**src/rtl/pixel_rgb_formatted.sv**
```systemverilog
// pixel_rgb_formatted
//   Final shading stage of the ray-tracing pixel pipeline. One ray/block hit
//   per clock: the block material colour is quantised to 4 bits per channel,
//   dimmed by a per-face shade factor and tagged with the pixel coordinates.
//   With PIXEL_EDGE_OUTLINE_EN defined, the hit point is reconstructed on the
//   two face-tangent axes and pixels that land within EDGE_W of the block
//   rim are forced black. With the macro undefined, none of the geometry
//   datapath is built. Latency is a fixed 6 cycles either way.
//
// Parameters
//   HALF_SIZE  block half-extent, world units
//   EDGE_W     outline band width, world units
//
// Ports
//   clk_in, rst_in                       clock, async active-high reset
//   block_pos_{x,y,z}   in  32           block centre (float32)
//   block_mat_{x,y,z}   in  32           material R/G/B (float32, ~[0,1])
//   block_dir           in  3            hit face 0=-Z 1=+Z 2=-X 3=+X 4=-Y 5=+Y
//   ray_{x,y,z}         in  32           ray direction (float32)
//   t_in                in  32           hit distance (float32)
//   x_in / y_in         in  11 / 10      pixel coordinates
//   valid_in            in  1            input beat valid
//   x_out / y_out       out 11 / 10      delayed coordinates
//   r_out/g_out/b_out   out 4 each       shaded colour
//   rgb_valid           out 1            output beat valid
//
// Configuration macro: PIXEL_EDGE_OUTLINE_EN

module pixel_rgb_formatted #(
  parameter int HALF_SIZE = 50,
  parameter int EDGE_W    = 4
) (
  input  logic        clk_in,
  input  logic        rst_in,
  input  logic [31:0] block_pos_x,
  input  logic [31:0] block_pos_y,
  input  logic [31:0] block_pos_z,
  input  logic [31:0] block_mat_x,
  input  logic [31:0] block_mat_y,
  input  logic [31:0] block_mat_z,
  input  logic [2:0]  block_dir,
  input  logic [31:0] ray_x,
  input  logic [31:0] ray_y,
  input  logic [31:0] ray_z,
  input  logic [31:0] t_in,
  input  logic [10:0] x_in,
  input  logic [9:0]  y_in,
  input  logic        valid_in,
  output logic [10:0] x_out,
  output logic [9:0]  y_out,
  output logic [3:0]  r_out,
  output logic [3:0]  g_out,
  output logic [3:0]  b_out,
  output logic        rgb_valid
);

  // vld_pipe[k] qualifies the register stage k+1; vld_pipe[STAGES] is the
  // output register's valid.
  localparam int STAGES = 5;

  typedef enum logic [1:0] {FACE_Z, FACE_X, FACE_Y} face_e;

  function automatic face_e face_of(input logic [2:0] d);
    case (d)
      3'd2, 3'd3: return FACE_X;
      3'd4, 3'd5: return FACE_Y;
      default:    return FACE_Z;  // 0, 1 and the unused codes 6, 7
    endcase
  endfunction

  // Float32 -> 4-bit channel, round half up.
  // v = m * 2^(e-150), so round(v*15) = (15m + 2^(sh-1)) >> sh, sh = 150-e.
  // For v < 1, sh >= 24; beyond sh = 29 the result is 0, so clamp there.
  function automatic logic [3:0] u4(input logic [31:0] f);
    logic [29:0] p;
    logic [4:0]  sh;
    if (f[31] || f[30:23] == 8'd0) return 4'd0;
    if (f[30:23] >= 8'd127)        return 4'd15;
    sh = (f[30:23] < 8'd121) ? 5'd29 : 5'(8'd150 - f[30:23]);
    p  = 30'({1'b1, f[22:0]}) * 30'd15 + (30'd1 << (sh - 5'd1));
    return 4'(p >> sh);
  endfunction

  // Float32 -> int, truncate toward zero, saturate to +/-32767.
  // Exponent 142 means |v| >= 32768; that also covers Inf/NaN.
  function automatic logic signed [16:0] f2i(input logic [31:0] f);
    logic [15:0] mag;
    if (f[30:23] < 8'd127)       mag = 16'd0;
    else if (f[30:23] >= 8'd142) mag = 16'd32767;
    else                         mag = 16'({1'b1, f[22:0]} >> (8'd150 - f[30:23]));
    return f[31] ? -$signed({1'b0, mag}) : $signed({1'b0, mag});
  endfunction

  logic [STAGES:0] vld_pipe;
  assign rgb_valid = vld_pipe[STAGES];

  // ---------------------------------------------------------------- stage 1
  logic [2:0][31:0] s1_mat;
  logic [2:0]       s1_dir;
  logic [10:0]      s1_x;
  logic [9:0]       s1_y;

  always_ff @(posedge clk_in) begin
    s1_mat <= {block_mat_z, block_mat_y, block_mat_x};
    s1_dir <= block_dir;
    s1_x   <= x_in;
    s1_y   <= y_in;
  end

  face_e s1_face;
  assign s1_face = face_of(s1_dir);

  // ------------------------------------------------------- stages 2..5 side
  // Colour, face and coordinates ride alongside the geometry datapath.
  logic [2:0][3:0] s2_rgb, s3_rgb, s4_rgb, s5_rgb;
  face_e           s2_face, s3_face, s4_face;
  logic [10:0]     s2_x, s3_x, s4_x, s5_x;
  logic [9:0]      s2_y, s3_y, s4_y, s5_y;

  logic [2:0][3:0] u4_n;
  logic [2:0][3:0] shade_n;
  logic [7:0]      shade_k;

  always_comb begin
    u4_n = '0;
    for (int c = 0; c < 3; c++) u4_n[c] = u4(s1_mat[c]);
  end

  // Face shade in 1/16 units, rounded: (c*S + 8) >> 4.
  always_comb begin
    case (s4_face)
      FACE_X:  shade_k = 8'd12;
      FACE_Y:  shade_k = 8'd8;
      default: shade_k = 8'd16;
    endcase
    shade_n = '0;
    for (int c = 0; c < 3; c++)
      shade_n[c] = 4'((8'(s4_rgb[c]) * shade_k + 8'd8) >> 4);
  end

  always_ff @(posedge clk_in) begin
    s2_rgb  <= u4_n;
    s2_face <= s1_face;
    s2_x    <= s1_x;
    s2_y    <= s1_y;
    s3_rgb  <= s2_rgb;
    s3_face <= s2_face;
    s3_x    <= s2_x;
    s3_y    <= s2_y;
    s4_rgb  <= s3_rgb;
    s4_face <= s3_face;
    s4_x    <= s3_x;
    s4_y    <= s3_y;
    s5_rgb  <= shade_n;
    s5_x    <= s4_x;
    s5_y    <= s4_y;
  end

`ifdef PIXEL_EDGE_OUTLINE_EN
  localparam logic [17:0] EDGE_LIM = 18'(HALF_SIZE - EDGE_W);

  logic [2:0][31:0] s1_pos, s1_ray;
  logic [31:0]      s1_t;

  always_ff @(posedge clk_in) begin
    s1_pos <= {block_pos_z, block_pos_y, block_pos_x};
    s1_ray <= {ray_z, ray_y, ray_x};
    s1_t   <= t_in;
  end

  // Tangent axes of the hit face: Z->(x,y), X->(y,z), Y->(x,z).
  logic [1:0][31:0] tan_ray, tan_pos;
  always_comb begin
    tan_ray = {s1_ray[1], s1_ray[0]};
    tan_pos = {s1_pos[1], s1_pos[0]};
    case (s1_face)
      FACE_X: begin
        tan_ray = {s1_ray[2], s1_ray[1]};
        tan_pos = {s1_pos[2], s1_pos[1]};
      end
      FACE_Y: begin
        tan_ray = {s1_ray[2], s1_ray[0]};
        tan_pos = {s1_pos[2], s1_pos[0]};
      end
      default: ;
    endcase
  end

  // Stage 2: mantissa multiply. Only the top 25 product bits survive; the
  // float result truncates, so the rest is dropped here.
  logic [1:0][47:0] mul_full;
  logic             unused_mul_lsb;
  always_comb begin
    mul_full = '0;
    for (int i = 0; i < 2; i++)
      mul_full[i] = 48'({1'b1, s1_t[22:0]}) * 48'({1'b1, tan_ray[i][22:0]});
  end
  assign unused_mul_lsb = ^{mul_full[1][22:0], mul_full[0][22:0]};

  logic [1:0][24:0] s2_prod;
  logic [1:0][9:0]  s2_exp;     // biased, two's complement, may be <=0 or >254
  logic [1:0]       s2_sgn, s2_inf, s2_zero;
  logic [1:0][16:0] s2_pos_i;

  always_ff @(posedge clk_in) begin
    for (int i = 0; i < 2; i++) begin
      s2_prod[i]  <= mul_full[i][47:23];
      s2_exp[i]   <= 10'({2'b0, s1_t[30:23]}) + 10'({2'b0, tan_ray[i][30:23]}) - 10'd127;
      s2_sgn[i]   <= s1_t[31] ^ tan_ray[i][31];
      // Inf/NaN wins over zero so that Inf*0 still saturates.
      s2_inf[i]   <= (&s1_t[30:23]) | (&tan_ray[i][30:23]);
      s2_zero[i]  <= ~(|s1_t[30:23]) | ~(|tan_ray[i][30:23]);
      s2_pos_i[i] <= f2i(tan_pos[i]);
    end
  end

  // Stage 3: normalise back to a float32 so stage 4 can reuse f2i.
  logic [1:0][9:0]  exp_n;
  logic [1:0][31:0] h_n;
  always_comb begin
    exp_n = '0;
    h_n   = '0;
    for (int i = 0; i < 2; i++) begin
      exp_n[i] = 10'($signed(s2_exp[i]) + $signed({9'd0, s2_prod[i][24]}));
      if (s2_inf[i])
        h_n[i] = {s2_sgn[i], 8'hff, 23'd0};
      else if (s2_zero[i] || $signed(exp_n[i]) <= 10'sd0)
        h_n[i] = 32'd0;
      else if ($signed(exp_n[i]) >= 10'sd255)
        h_n[i] = {s2_sgn[i], 8'hff, 23'd0};
      else
        h_n[i] = {s2_sgn[i], exp_n[i][7:0],
                  s2_prod[i][24] ? s2_prod[i][23:1] : s2_prod[i][22:0]};
    end
  end

  logic [1:0][31:0] s3_h;
  logic [1:0][16:0] s3_pos_i;
  logic [1:0][16:0] s4_h_i, s4_pos_i;
  logic             s5_blk;

  always_ff @(posedge clk_in) begin
    s3_h     <= h_n;
    s3_pos_i <= s2_pos_i;
    for (int i = 0; i < 2; i++) s4_h_i[i] <= f2i(s3_h[i]);
    s4_pos_i <= s3_pos_i;
  end

  // Stage 5: local offset from block centre; 18 bits holds +/-65534.
  logic [1:0][17:0] loc_d, mag_d;
  logic             edge_n;
  always_comb begin
    loc_d  = '0;
    mag_d  = '0;
    edge_n = 1'b0;
    for (int i = 0; i < 2; i++) begin
      loc_d[i] = 18'($signed(s4_h_i[i])) - 18'($signed(s4_pos_i[i]));
      mag_d[i] = loc_d[i][17] ? -loc_d[i] : loc_d[i];
      if (mag_d[i] >= EDGE_LIM) edge_n = 1'b1;
    end
  end

  always_ff @(posedge clk_in) s5_blk <= edge_n;
`else
  logic s5_blk;
  logic unused_geom;
  assign s5_blk      = 1'b0;
  assign unused_geom = ^{block_pos_x, block_pos_y, block_pos_z, ray_x, ray_y,
                         ray_z, t_in, 32'(HALF_SIZE), 32'(EDGE_W)};
`endif

  // ---------------------------------------------------- stage 6 / outputs
  // Outputs only update on a valid beat and otherwise hold.
  always_ff @(posedge clk_in or posedge rst_in) begin
    if (rst_in) begin
      vld_pipe <= '0;
      x_out    <= '0;
      y_out    <= '0;
      r_out    <= '0;
      g_out    <= '0;
      b_out    <= '0;
    end else begin
      vld_pipe <= {vld_pipe[STAGES-1:0], valid_in};
      if (vld_pipe[STAGES-1]) begin
        x_out <= s5_x;
        y_out <= s5_y;
        r_out <= s5_blk ? 4'd0 : s5_rgb[0];
        g_out <= s5_blk ? 4'd0 : s5_rgb[1];
        b_out <= s5_blk ? 4'd0 : s5_rgb[2];
      end
    end
  end

endmodule

```
**config.mk**
```make
export PLATFORM = sky130hd
export DESIGN_NAME = pixel_rgb_formatted
export DESIGN_NICKNAME = d
export VERILOG_FILES = /design/src/rtl/pixel_rgb_formatted.sv
export SDC_FILE = /design/constraint.sdc
export NUM_CORES = 1
export LEC_CHECK = 0
export BUFFER_PORTS_ARGS = -buffer_cell sky130_fd_sc_hd__buf_2
export CAP_MARGIN = 40
export CORE_MARGIN = 2
export CORE_UTILIZATION = 51
export DETAILED_ROUTE_END_ITERATION = 6
export HOLD_SLACK_MARGIN = 0.08
export PLACE_DENSITY_LB_ADDON = 0.08
export SETUP_SLACK_MARGIN = 0.15
export SLEW_MARGIN = 5
export SYNTH_ARGS = -nofsm -noshare
export SYNTH_HDL_FRONTEND = slang
export SYNTH_SLANG_ARGS = --single-unit
export TNS_END_PERCENT = 1
```
**constraint.sdc**
```tcl
create_clock -name clk_in -period 5.35 [get_ports clk_in]
set_input_delay 0.2675 -clock clk_in [delete_from_list [all_inputs] [get_ports clk_in]]
set_output_delay 0.2675 -clock clk_in [all_outputs]
set_load 0.005 [all_outputs]
```
==> results of run 1 <==
## flip-flops by register name (all words and copies together) (netlist names), 10 cells and up
name    cells
s5_rgb     12
s4_rgb     12
s4_x       11
s1_y       10
s1_x       11
s2_y       10
s2_rgb     12
s3_x       11
s3_y       10
s4_y       10
s5_x       11
s1_mat     96
s5_y       10
s2_x       11
x_out      11
s3_rgb     12
y_out      10
## what timing repair did
item | 4_1_cts | 5_1_grt
buffers inserted | 0 | 5
resized for setup | 10 | 114
pin swaps | 0 | 27
hold buffers | 121 | 0
hold endpoints to repair | 159 | 0
setup endpoints to repair | 9 | 12
## cells in the mapped netlist, types with 35 or more instances
cell type and n:
sky130_fd_sc_hd__nand2_1 114, sky130_fd_sc_hd__nor3_1 40, sky130_fd_sc_hd__o21ai_0 48, sky130_fd_sc_hd__fa_1 205, sky130_fd_sc_hd__ha_1 167, sky130_fd_sc_hd__dfxtp_1 257
sky130_fd_sc_hd__dfrtp_1 39, sky130_fd_sc_hd__inv_1 87, sky130_fd_sc_hd__nor2_1 138, sky130_fd_sc_hd__nand3_1 35, sky130_fd_sc_hd__xnor2_1 40, sky130_fd_sc_hd__clkbuf_1 41
sky130_fd_sc_hd__a21oi_1 100
## worst reg2reg max path, cell delays in order (launching register included)
cell and delay [ns]:
sky130_fd_sc_hd__dfxtp_2 0.38, sky130_fd_sc_hd__inv_1 0.08, sky130_fd_sc_hd__buf_4 0.17, sky130_fd_sc_hd__ha_1 0.36, sky130_fd_sc_hd__or3_1 0.47, sky130_fd_sc_hd__or2_2 0.35, sky130_fd_sc_hd__fa_1 0.53, sky130_fd_sc_hd__inv_1 0.06
sky130_fd_sc_hd__fa_1 0.37, sky130_fd_sc_hd__a211oi_1 0.22, sky130_fd_sc_hd__o21ai_1 0.15, sky130_fd_sc_hd__a32oi_1 0.28, sky130_fd_sc_hd__o211ai_1 0.15, sky130_fd_sc_hd__a21oi_1 0.20, sky130_fd_sc_hd__xor2_1 0.27, sky130_fd_sc_hd__o22ai_1 0.14
sky130_fd_sc_hd__a21o_1 0.18, sky130_fd_sc_hd__a2111oi_1 0.37, sky130_fd_sc_hd__o32ai_1 0.18
## worst paths after layout
kind | from | end | slack [ns] | cells past startpoint
max | s1_mat[87]$_DFF_P_ | s2_rgb[10]$_SDFF_PP0_ | 0.30 | 18
min reg2reg | s2_rgb[5]$_SDFF_PP0_ | s3_rgb[5]$_DFF_P_ | 0.32 | 0
min | block_mat_x[20] | s1_mat[20]$_DFF_P_ | 0.30 | 2
max reg2reg | s1_mat[87]$_DFF_P_ | s2_rgb[10]$_SDFF_PP0_ | 0.30 | 18
min in group asynchronous | rst_in | y_out[1]$_DFFE_PP0P_ | 0.37 | 4
max in group asynchronous | rst_in | b_out[0]$_DFFE_PP0P_ | 4.61 | 4
## per-stage QoR
step	hold slack [ns]	cell area, um2	setup slack [ns]	std cells
floorplan	0.2952	18610	0.1719	1746
global placement	0.3095	20880	-0.1237	2463
detailed placement	0.3121	20900	-0.1043	2464
CTS	0.2690	23210	0.09490	2643
global route	0.2935	23740	0.09700	2648
finish	0.3038	23740	0.3047	2648
## layout by cell type, fill, tap and decap left out, drive strengths merged, types with 6 or more instances in the layout
master       netlist  routed
a2111oi            7       7
a211oi            24      24
a21o              28      28
a21oi            100     100
a221oi             6       6
a31oi             20      20
and2              14      14
and3              12      12
buf                5     308
clkbuf            41      43
clkinv             0       6
clkinvlp           0       7
dfrtp             39      39
dfxtp            257     257
dlygate4sd3        0     121
fa               205     205
ha               167     167
inv               87      88
mux2              35      35
mux2i              6       6
nand2            114     114
nand2b            20      20
nand3             35      35
nand4             15      15
nor2             138     138
nor2b             15      15
nor3              40      40
nor4              16      16
o211ai            25      25
o21a               9       9
o21ai             61      61
o221ai             7       7
o22ai             10      10
o31ai              8       8
or2               19      19
or3               12      12
xnor2             41      41
xor2              30      30
## cell type report
cell class | count | area [um2] | share of cell area [%]
Timing Repair Buffer | 429 | 3154 | 13.29
Tap cell | 461 | 576.8 | 2.429
Clock buffer | 43 | 910.9 | 3.836
Clock inverter | 15 | 143.9 | 0.6060
Multi-Input combinational cell | 1317 | 12500 | 52.64
Sequential cell | 296 | 6132 | 25.83
Inverter | 87 | 326.6 | 1.375
## where the power goes
group	internal, mW	switching [mW]	total (mW)
logic	2.08	2.51	4.59
clock network	1.25	0.905	2.15
registers	2.42	0.135	2.55
total	5.74	3.55	9.29
## layer usage
layer | GRT usage (%) | wire, um
met2 | 41.93 | 22200
met3 | 2.798 | 1748
met1 | 31.86 | 19990
met5 | 0 | 0
met4 | 7.323 | 1443
## cell families after synthesis
kind of cell    share of synthesized area (%)
compound gates                          13.28
flops                                   32.90
buf+inv                                 2.744
fa+ha+maj                               33.34
simple gates                            11.90
xor+xnor                                3.383
mux                                     2.441
==> results list, run 1 <==
- At the pin with the least slew margin, the transition time is 0.6232 ns.
- Counting distinct cell types in the post-synthesis netlist gives 75.
* Setup crit start kind: flip-flop
- For the final routed database, the setup TNS stands at 0 ns.
* Number of antenna repair diodes: 0
* Period utilization: 94.31%
- The final number of hold-violating endpoints came to 0.
- After synthesis, the cell types taking the most area are sky130_fd_sc_hd__dfxtp_1, sky130_fd_sc_hd__fa_1, sky130_fd_sc_hd__ha_1.
- Worst path cell trace: inv_1 -> buf_4 -> ha_1 -> or3_1 -> or2_2 -> fa_1 -> inv_1 -> fa_1 -> a211oi_1 -> o21ai_1 -> a32oi_1 -> o211ai_1 -> a21oi_1 -> xor2_1 -> o22ai_1 -> a21o_1 -> a2111oi_1 -> o32ai_1
* Area share of the leading cell type in the synthesized netlist: 27.65%
- In this run the remaining antenna-violating nets after routing total 0.
- The post-route netlist has 24.10% of its cells at a drive strength greater than 1.
- Area of the core region: 0.03574 mm2
* Layout Skew: ~0.017 ns
- Post-synthesis to final-layout area growth: 27.62%
- Based on the critical path, the design can be clocked at up to about 0.2 GHz.
* H-Tree Level Count: 1
- Measured along the y axis, the die boundary spans 195.0 um.
* CTS clock-pin slew for the worst setup and hold paths: 0.06 ns
- Synthesis handed over a netlist of 1,746 instances.
* Leak pwr: ~11 nW
- Root buffer selected by CTS: sky130_fd_sc_hd__clkbuf_16
- The via count of the first global-routing pass was about 15,000.
* Via/cell ratio: about 5.4
- Number of flops mapped to enable cells by yosys: 0
- Detailed placer's ending HPWL: 34.57 mm
- Post-synthesis net count: 2,465
* Syn_area_per_cell: 10.66 um2
- For the worst setup path, the data required time is 5.80 ns.
- Number of pins with negative max-slew slack in the final report: 0
- Counting every sink on the clock net gives just under 300.
- For this design, the slowest cell found on the critical path is sky130_fd_sc_hd__fa_1.
- 1st-iter DRT viols: 613
* Synth area leader: sky130_fd_sc_hd__dfxtp_1
* Clock Path Buffers: 3
* Number of fillers in the final layout: 2,875
- Total chip power: 9.291 mW
* Run status: finished, final reports clean
- After detailed routing, the average wire length per cell comes to 17.14 um.
- The worst setup path is of the reg2reg kind.
- Routed wire length: 45.39 mm
- The worst setup path is captured at a flip-flop.
- The smallest clock period supported by the final layout is computed as 5.045 ns.
- At the end of the flow, the number of nets in the layout was 2,881.
- Count of synthesis-stage warnings from yosys: 0
* Worst min-delay path category: in2reg
- At the end of routability-driven placement, the weighted congestion stood at between 0.9 and 1.
- Dividing total power by cell area gives a power density of between 300 and 400 mW/mm2.
- Ys flop type: sky130_fd_sc_hd__dfxtp_1
* Clock buffer count from CTS: 31
- Measured against its own limit, the worst slew margin works out to 58.45%.
- The floorplan has 69 rows.
* Clock tree from TritonCTS: done
- Initial standard-cell utilization of the core: between 50% and 60%
- For this run, the slowest stage of the critical path takes 0.53 ns.
* CP arrival: approximately 5.5 ns
* Maximum number of pins on one net before global-route repair: 40
- Max-cap check violation count: 0
- VDD IR max: about 0.35 mV
* Area of the die: about 0.038 mm2
- Summed over all layers, the global routing overflow is 0.
- Summing over every cut layer, the via total after detailed routing is between 10,000 and 15,000.
- In the synthesized netlist the async set-or-reset flop fraction comes to 13.18%.
- The synthesized design contains 296 register bits.
* Kind of cell with the highest combined delay on the critical path: compound AO/OA/AOI/OAI gates
* Combined global-route utilization of all metal layers: 24.17%
- Setup repair after global routing could not meet its margin everywhere.
* Crit path buf inv count: 3
* Maximum fanout encountered on the critical timing path: 6
- Final-report setup violation count: 0
- approximately 380 I/O pins were placed.
- Core occupancy in the finished layout: between 60% and 70%
- Latest clock arrival within the worst-skew pair: 0.59 ns
* Detailed Routing Iterations Pass 1: 5
* Summed instance area of the synthesized netlist: 0.01860 mm2
- Final routed DRC violation total: 0
* Sequential area share after synthesis: around 33%
- Global-route wire length before repair: 74.82 mm
- The initial antenna violation count is 0.
- PortBufs: 155
- Die extent in x: ~190 um
(Power assumes the default switching activity.)
==> run 2, diff against run 1 <==
Settings changed: BUFFER_PORTS_ARGS -buffer_cell sky130_fd_sc_hd__buf_2 to default, CORE_UTILIZATION 51 to 59, DONT_BUFFER_PORTS from default to 1, SKIP_LAST_GASP from default to 1.
==> run 2 against run 1 <==
Effect of this change: hold slack got worse by 0.075 ns; via count decreased by 0.56%; final cell count decreased by 5.9%; sequential share of layout area increased by 0.56 points; core utilization increased by 7.7 points; non-clock buffer count decreased by 95; first-iteration DRC count increased by 22%; worst setup slack got worse by 0.059 ns; clock power decreased by 6%; global-route usage increased by 4.6 points; largest power group unchanged.
==> results list, run 2 (synthesis gave the netlist of run 1 again) <==
- Run status: finished, final reports clean
* Via/cell ratio: about 5.7
- The global routing stage identified its most utilized layer as met2.
* Post-detailed-route count of antenna-violating nets: 0
- Latest clock arrival within the worst-skew pair: 0.59 ns
- After detailed routing, the total wire length is between 40 and 50 mm.
- Entering global routing, the biggest net connects 40 pins.
- Layout Skew: ~0.016 ns
* Setup repair after global routing missed its margin: true
- Met3 GRT Util: 4.874%
- The tool flagged a number of max-cap violations equal to 0.
- Routed length per placed instance: between 15 and 20 um
- Root buffer selected by CTS: sky130_fd_sc_hd__clkbuf_16
- Summed over all failing endpoints, the final setup total negative slack is 0 ns.
- The floorplan step set the die width to about 180 um.
- STA classifies the critical path endpoint as a flip-flop.
* Sequential cell area in the final layout: a little over 0.006 mm2
- The worst register-to-register path has a setup slack of 0.25 ns.
- Leaving out fill and tap cells, the most frequent cells in the layout are sky130_fd_sc_hd__dfxtp_1, sky130_fd_sc_hd__buf_4, sky130_fd_sc_hd__fa_1.
- Met1 demand-to-capacity share in global routing: 36.60%
* Origin of the critical flop-to-flop path: s1_mat[56]$_DFF_P_
- Met2 track utilization from global routing: 50.28%
* Worst path cell trace: inv_1 -> ha_1 -> nor2b_1 -> maj3_1 -> nor2_2 -> xnor2_2 -> nor2b_4 -> buf_4 -> nor3_1 -> buf_4 -> fa_1 -> ha_1 -> buf_4 -> nand2_1 -> nor2_2 -> or4b_1 -> o21ai_2 -> a221oi_2 -> xnor2_2 -> nor2_1 -> buf_4 -> a211oi_1 -> o21ai_1 -> a31oi_1
- Compared with the post-synthesis result, the final layout area differs by 24.81%.
* Worst min-delay path category: in2reg
* Total number of vias: between 10,000 and 15,000
* Most frequent standard cell in the layout excluding fill and tap cells: sky130_fd_sc_hd__dfxtp_1
* Post-route cell area: between 0.02 and 0.025 mm2
- The startpoint identified for the worst hold timing path is block_mat_y[6].
* Area of the multi-input gates: 0.01247 mm2
- Clock buffer count from CTS: 30
* Via count of the first global-routing pass: 15,000
- Area of the core region: between 0.03 and 0.04 mm2
* Critical path class: reg2reg
- CTS saw 296 sinks.
- TritonCTS built the clock tree.
* Final-report setup violation count: 0
- Ratio of cells with drive above 1 in the final layout: 20.58%
- Derived from the worst setup path, the maximum achievable clock frequency is 0.1959 GHz.
- RePlAce Congestion: 0.9476
- Buffers placed on the I/O ports in this run total 0.
- CTS clock-pin slew for the worst setup and hold paths: 0.07 ns
- Number of pins with negative max-slew slack in the final report: 0
- Crit path buf inv count: 5
- Detailed placer's ending HPWL: 34.66 mm
- Slowest cell delay on critical path: 0.48 ns
* VDD IR max: 0.3463 mV
* Setup crit start kind: flip-flop
- Total overflow reported by the global router: 0
- CP arrival: 5.59 ns
- CTS built an H-tree with a depth of 1.
- Along the worst hold path, the cell count comes to 1.
- After the first detailed-routing iteration, the DRC count stood at 746.
* Number of fillers in the final layout: 2,206
- After layout, the minimum clock period comes to 5.105 ns.
- The worst hold path terminates at s1_mat[38]$_DFF_P_.
- The initialized floorplan defines 65 standard-cell rows.
- The first global-routing pass estimated between 70 and 80 mm of wire.
- Highest-delay cell along the critical path: sky130_fd_sc_hd__or4b_1
- In this run the static leakage power is 10.27 nW.
- Dividing total power by cell area gives a power density of a little over 400 mW/mm2.
- The worst register-to-register path ends at s2_rgb[6]$_SDFF_PP0_.
* Area of the die: 0.03297 mm2
* Nets: 2,785
- Total cell area at the placement stage: 0.02049 mm2
- Maximum fanout encountered on the critical timing path: 7
* Number of ports placed on the die boundary: 381
* Number of antenna violations at the first check in global routing: 1
- Of the available clock period, the critical path in the final layout requires 95.41%.
- The tightest hold path in the finished design has a slack of ~0.23 ns.
* Largest register by flop count: s1_mat
- The clock passes through at most 3 buffers.
- On the critical path the largest part of the delay comes from adder cells.
* Final routed DRC violation total: 0
- Initial standard-cell utilization of the core: a little under 60%
- Reg2reg path depth: 24
- Combined global-route utilization of all metal layers: 28.77%
* Most Frequent Cell on Critical Path: sky130_fd_sc_hd__buf_4
* Data required time at the worst endpoint: 5.84 ns
- The register with the most flip-flops in the layout has 96 of them.
- The first TritonRoute pass finished after 5 iterations.
* Number of failing hold endpoints at the final stage: 0
- Core occupancy in the finished layout: 74.16%
- Worst-case headroom to the max-slew limit: 54.36%
* Die extent in y: between 150 and 200 um
- Transition at the pin with the smallest max-transition slack: roughly 0.68 ns
-- run 2: cell types whose count changed in the layout (fill, tap and decap cells not counted), moves of 5 or more --
| cell | delta |
|---|---|
| sky130_fd_sc_hd__a21oi_2 | +5 |
| sky130_fd_sc_hd__buf_2 | -155 |
| sky130_fd_sc_hd__buf_4 | +64 |
| sky130_fd_sc_hd__clkbuf_8 | -7 |
| sky130_fd_sc_hd__clkinv_2 | +6 |
| sky130_fd_sc_hd__ha_1 | +8 |
-- run 2: per-layer routing --
layer | wire (um) | vias to the layer above
li1 | - | 6768
met4 | 1421 | 0
met1 | 19670 | 7024
met5 | 0 | -
met2 | 23590 | 437
met3 | 2531 | 91
-- run 2: metrics by stage --
step / setup slack [ns] / total power, mW / instances
floorplan: 0.1719 / 5.434 / 1746
global placement: -0.1149 / 6.911 / 2310
detailed placement: -0.1512 / 6.995 / 2310
CTS: 0.1221 / 9.175 / 2487
global route: 0.05880 / 10.07 / 2492
finish: 0.2453 / 9.416 / 2492
-- run 2: power by group --
group          leakage (nW)  total (mW)  internal, mW  switching (mW)
Clock                 0.471        2.03          1.12           0.908
Combinational          7.17        4.80          2.21            2.59
Sequential             2.63        2.58          2.42           0.163
-- run 2: layout make-up --
class	instances	share of cell area, %
antenna	1	0.01078
clock buffer	35	3.400
inverter	87	1.406
sequential	296	26.39
timing repair buffer	334	12.10
multi-input combinational	1317	53.72
tap	402	2.166
clock inverter	20	0.8083
-- run 2: how the worst max path moves through the flow --
stage                        from               endpoint  slack, ns  depth (start not counted)
6_report       s1_mat[56]$_DFF_P_   s2_rgb[6]$_SDFF_PP0_       0.25                         24
2_1_floorplan  s1_mat[55]$_DFF_P_   s2_rgb[4]$_SDFF_PP0_       0.17                         22
5_1_grt        s1_mat[55]$_DFF_P_   s2_rgb[5]$_SDFF_PP0_       0.06                         25
3_5_place_dp   s1_mat[56]$_DFF_P_   s2_rgb[5]$_SDFF_PP0_      -0.15                         24
4_1_cts        s1_mat[56]$_DFF_P_   s2_rgb[5]$_SDFF_PP0_       0.12                         22
3_3_place_gp   s1_mat[87]$_DFF_P_  s2_rgb[10]$_SDFF_PP0_      -0.11                         22
-- run 2: repair_timing --
item / CTS / global route
resized for setup: 16 / 97
endpoints found under the hold margin: 159 / 0
endpoints found under the setup margin: 10 / 12
hold buffers: 121 / 0
buffers inserted: 1 / 4
pin swaps: 2 / 19
==> run 3, diff against run 2 <==
Settings changed: CORE_UTILIZATION 59 to 40.
==> run 3 against run 2 <==
Effect of this change: hold slack better by 0.028 ns; maximum frequency is 0.96% higher; sequential power hardly changed; sequential share of layout area is 0.11 points lower; clock skew is 0.0027 ns lower; global-route usage is 10 points lower; core utilization is 24 points lower; register-to-register slack better by 0.05 ns; clock power is 27% higher; non-clock buffer count is 78 lower; via count is 4.9% lower; die area is 46% higher; critical endpoint is now s2_rgb[5]$_SDFF_PP0_; largest cell class unchanged.
==> results list, run 3 (synthesis gave the netlist of run 1 again) <==
- The internal power of the cells totals 6.014 mW.
* Maximum number of pins on one net before global-route repair: 40
* Transition at the pin with the smallest max-transition slack: 0.6510 ns
* Core occupancy in the finished layout: 50.41%
- PortBufs: 0
* Met2 track utilization from global routing: a little under a third
* Post-detailed-route count of antenna-violating nets: 0
- Die extent in x: between 200 and 250 um
- Period utilization: 94.51%
* Routed wire length: around 45 mm
- Global routing used between 20% and 30% of the available met1 tracks.
- Met3 GRT Util: roughly 3.4%
* Global-route wire length before repair: 71.17 mm
- Clock tree from TritonCTS: done
- After clock tree synthesis, the clock-pin slew on the worst setup and hold paths is 0.06 ns.
- Total overflow reported by the global router: 0
- Once the floorplan was initialized, standard cells occupied between 40% and 50% of the core.
- In the layout the commonest cells are sky130_fd_sc_hd__dfxtp_1, sky130_fd_sc_hd__fa_1, sky130_fd_sc_hd__ha_1.
- The number of clock buffers added by TritonCTS is 35.
- Slowest cell delay on critical path: 0.49 ns
- Maximum fanout encountered on the critical timing path: 9
* Detailed placer's ending HPWL: 35.03 mm
- Sequential cells burn 26.7% of the power.
* Via count of the first global-routing pass: ~14,000
* Die extent in y: between 200 and 250 um
* Final-layout setup total negative slack: 0 ns
* Worst min-delay path category: in2reg
* # clock sinks: 296
- CTS placed an instance of sky130_fd_sc_hd__clkbuf_16 at the clock tree root.
- Setup repair after global routing missed its margin: true
* VDD IR max: slightly above 0.3 mV
* Most Frequent Cell on Critical Path: sky130_fd_sc_hd__buf_4
* Run status: finished, final reports clean
- After detailed routing, the average wire length per cell comes to about 17 um.
- Row Count: 79
- Nets: around 2,700
- STA puts the critical path data required time at ~5.9 ns.
- Max-cap violations in this run came to 0.
* Achievable frequency: 0.1978 GHz
- In this run the static leakage power is 10.02 nW.
- At the later pin of the worst-skew pair, clock insertion delay measures 0.55 ns.
- In this run the standard cell core region covers 0.04626 mm2.
- The final max-slew violation count was 0.
- Clock Path Buffers: 3
- 1st-iter DRT viols: 677
- Detailed Routing Iterations Pass 1: 5
- The final number of hold-violating endpoints is 0.
- Part of the total power dissipated in combinational logic: 46.7%
- In this run the most used layer during global routing was met2.
- The worst setup path is of the reg2reg kind.
* Most frequent standard cell in the layout excluding fill and tap cells: sky130_fd_sc_hd__dfxtp_1
- Across all register-to-register paths, the minimum setup slack is 0.29 ns.
* Ratio of cells with drive above 1 in the final layout: 18.56%
* Combined global-route utilization of all metal layers: between 10% and 20%
* Critical path capture point type: flip-flop
- Period minus WS final: 5.056 ns
- RePlAce Congestion: 0.9007
- Worst-case headroom to the max-slew limit: 56.60%
* Power density over the cells: 414.6 mW/mm2
* Number of fillers in the final layout: roughly 4,200
- STA classifies the critical path startpoint as a flip-flop.
- Via/cell ratio: approximately 5.2
- Worst path cell trace: inv_1 -> buf_4 -> ha_1 -> nand2b_1 -> a21oi_2 -> buf_4 -> or2_2 -> buf_4 -> nor2_2 -> and3_2 -> fa_1 -> ha_4 -> nand2_1 -> buf_4 -> or4b_4 -> o21ai_4 -> a221oi_4 -> xnor2_2 -> buf_4 -> nand2_1 -> o2111ai_1 -> o21ai_1 -> o41ai_2 -> buf_4
- The number of placed instances, taps included, is 2,436.
* Clock network fraction of design power: 26.7%
* Number of non-filler instances in the completed layout: 2,629
- Total number of vias: 13,620
- The analysis attributes to net switching a power of 3.654 mW.
- For this design, the slowest cell found on the critical path is sky130_fd_sc_hd__or4b_4.
- Layout Skew: 0.01296 ns
- STA puts the critical path data arrival time at 5.56 ns.
- Flip-flop count of the largest register after layout: between 90 and 100
- Number of ports placed on the die boundary: 381
* Post-synthesis to final-layout area growth: 25.35%
- The floorplan step defined a die boundary enclosing 0.04825 mm2.
- Largest register by flop count: s1_mat
- CTS built an H-tree with a depth of 2.
- Net switching is approximately 38% of the power.
- Setup violations remaining at the end of the flow were counted as 0.
* Final routed DRC violation total: 0
- The initial antenna violation count was 3.
run 3: cell types whose count changed in the layout (fill, tap and decap cells not counted), sizes merged:
cell / delta
buf: -78
bufinv: +6
clkbuf: +9
clkinv: -7
clkinvlp: +2
diode: +1
inv: -1
run 3: worst paths after layout:
kind / end / start / cells past startpoint
setup / recovery: s2_rgb[5]$_SDFF_PP0_ / s1_mat[55]$_DFF_P_ / 24
hold / removal: s1_mat[84]$_DFF_P_ / block_mat_z[20] / 1
setup reg to reg: s2_rgb[5]$_SDFF_PP0_ / s1_mat[55]$_DFF_P_ / 24
hold reg to reg: s2_y[9]$_DFF_P_ / s1_y[9]$_DFF_P_ / 0
max in group asynchronous: g_out[2]$_DFFE_PP0P_ / rst_in / 3
min in group asynchronous: x_out[0]$_DFFE_PP0P_ / rst_in / 3
run 3: power by group through the flow:
stage               Clock [mW]  Combinational (mW)  Sequential, mW
floorplan                    0                2.87            2.57
global placement             0                4.09            2.63
detailed placement           0                4.09            2.63
CTS                       2.67                4.20            2.59
global route              2.77                5.05            2.61
finish                    2.58                4.51            2.58
run 3: per-stage QoR:
stage | power (mW) | area [um2] | hold WS (ns) | worst slack, ns
after detailed placement | 6.727 | 20150 | 0.2952 | 0.01825
after floorplan | 5.434 | 18610 | 0.2952 | 0.1719
final | 9.668 | 23320 | 0.2571 | 0.2937
after global placement | 6.715 | 20150 | 0.2953 | -0.04331
after global routing | 10.42 | 23320 | 0.2328 | 0.09218
after CTS | 9.455 | 22660 | 0.2128 | 0.1024
run 3: critical path, delay by kind of cell, from the launching register on:
family	cells	cell delay, ns
DFF	1	0.33
buffers and inverters	7	1.06
AOI/OAI and AO/OA	6	1.04
adders and majority gates	3	0.96
and+or+nand+nor	7	1.42
xor gates and xnor gates	1	0.22
run 3: cell type report:
type	count	area, um2	area share [%]
clock buffers	44	929.6	3.986
clock inverters	20	342.8	1.470
repair buffers	256	2225	9.540
flip-flops and latches	296	6127	26.27
inverters	87	326.6	1.400
multi-input cells	1317	12600	54.05
diodes	2	5.005	0.02146
well taps	607	759.5	3.257
run 3: timing repair:
item	CTS	global route
pin swaps	0	33
endpoints found under the setup margin	7	12
hold buffers	121	0
hold endpoints to repair	159	0
gates resized for setup	4	135
buffers inserted	0	6
gates cloned	0	0
run 3: routing by layer:
layer	vias to the layer above	routed length [um]
li1	6620	-
met1	6660	20890
met2	269	20460
met3	71	2097
met4	2	1177
met5	-	11
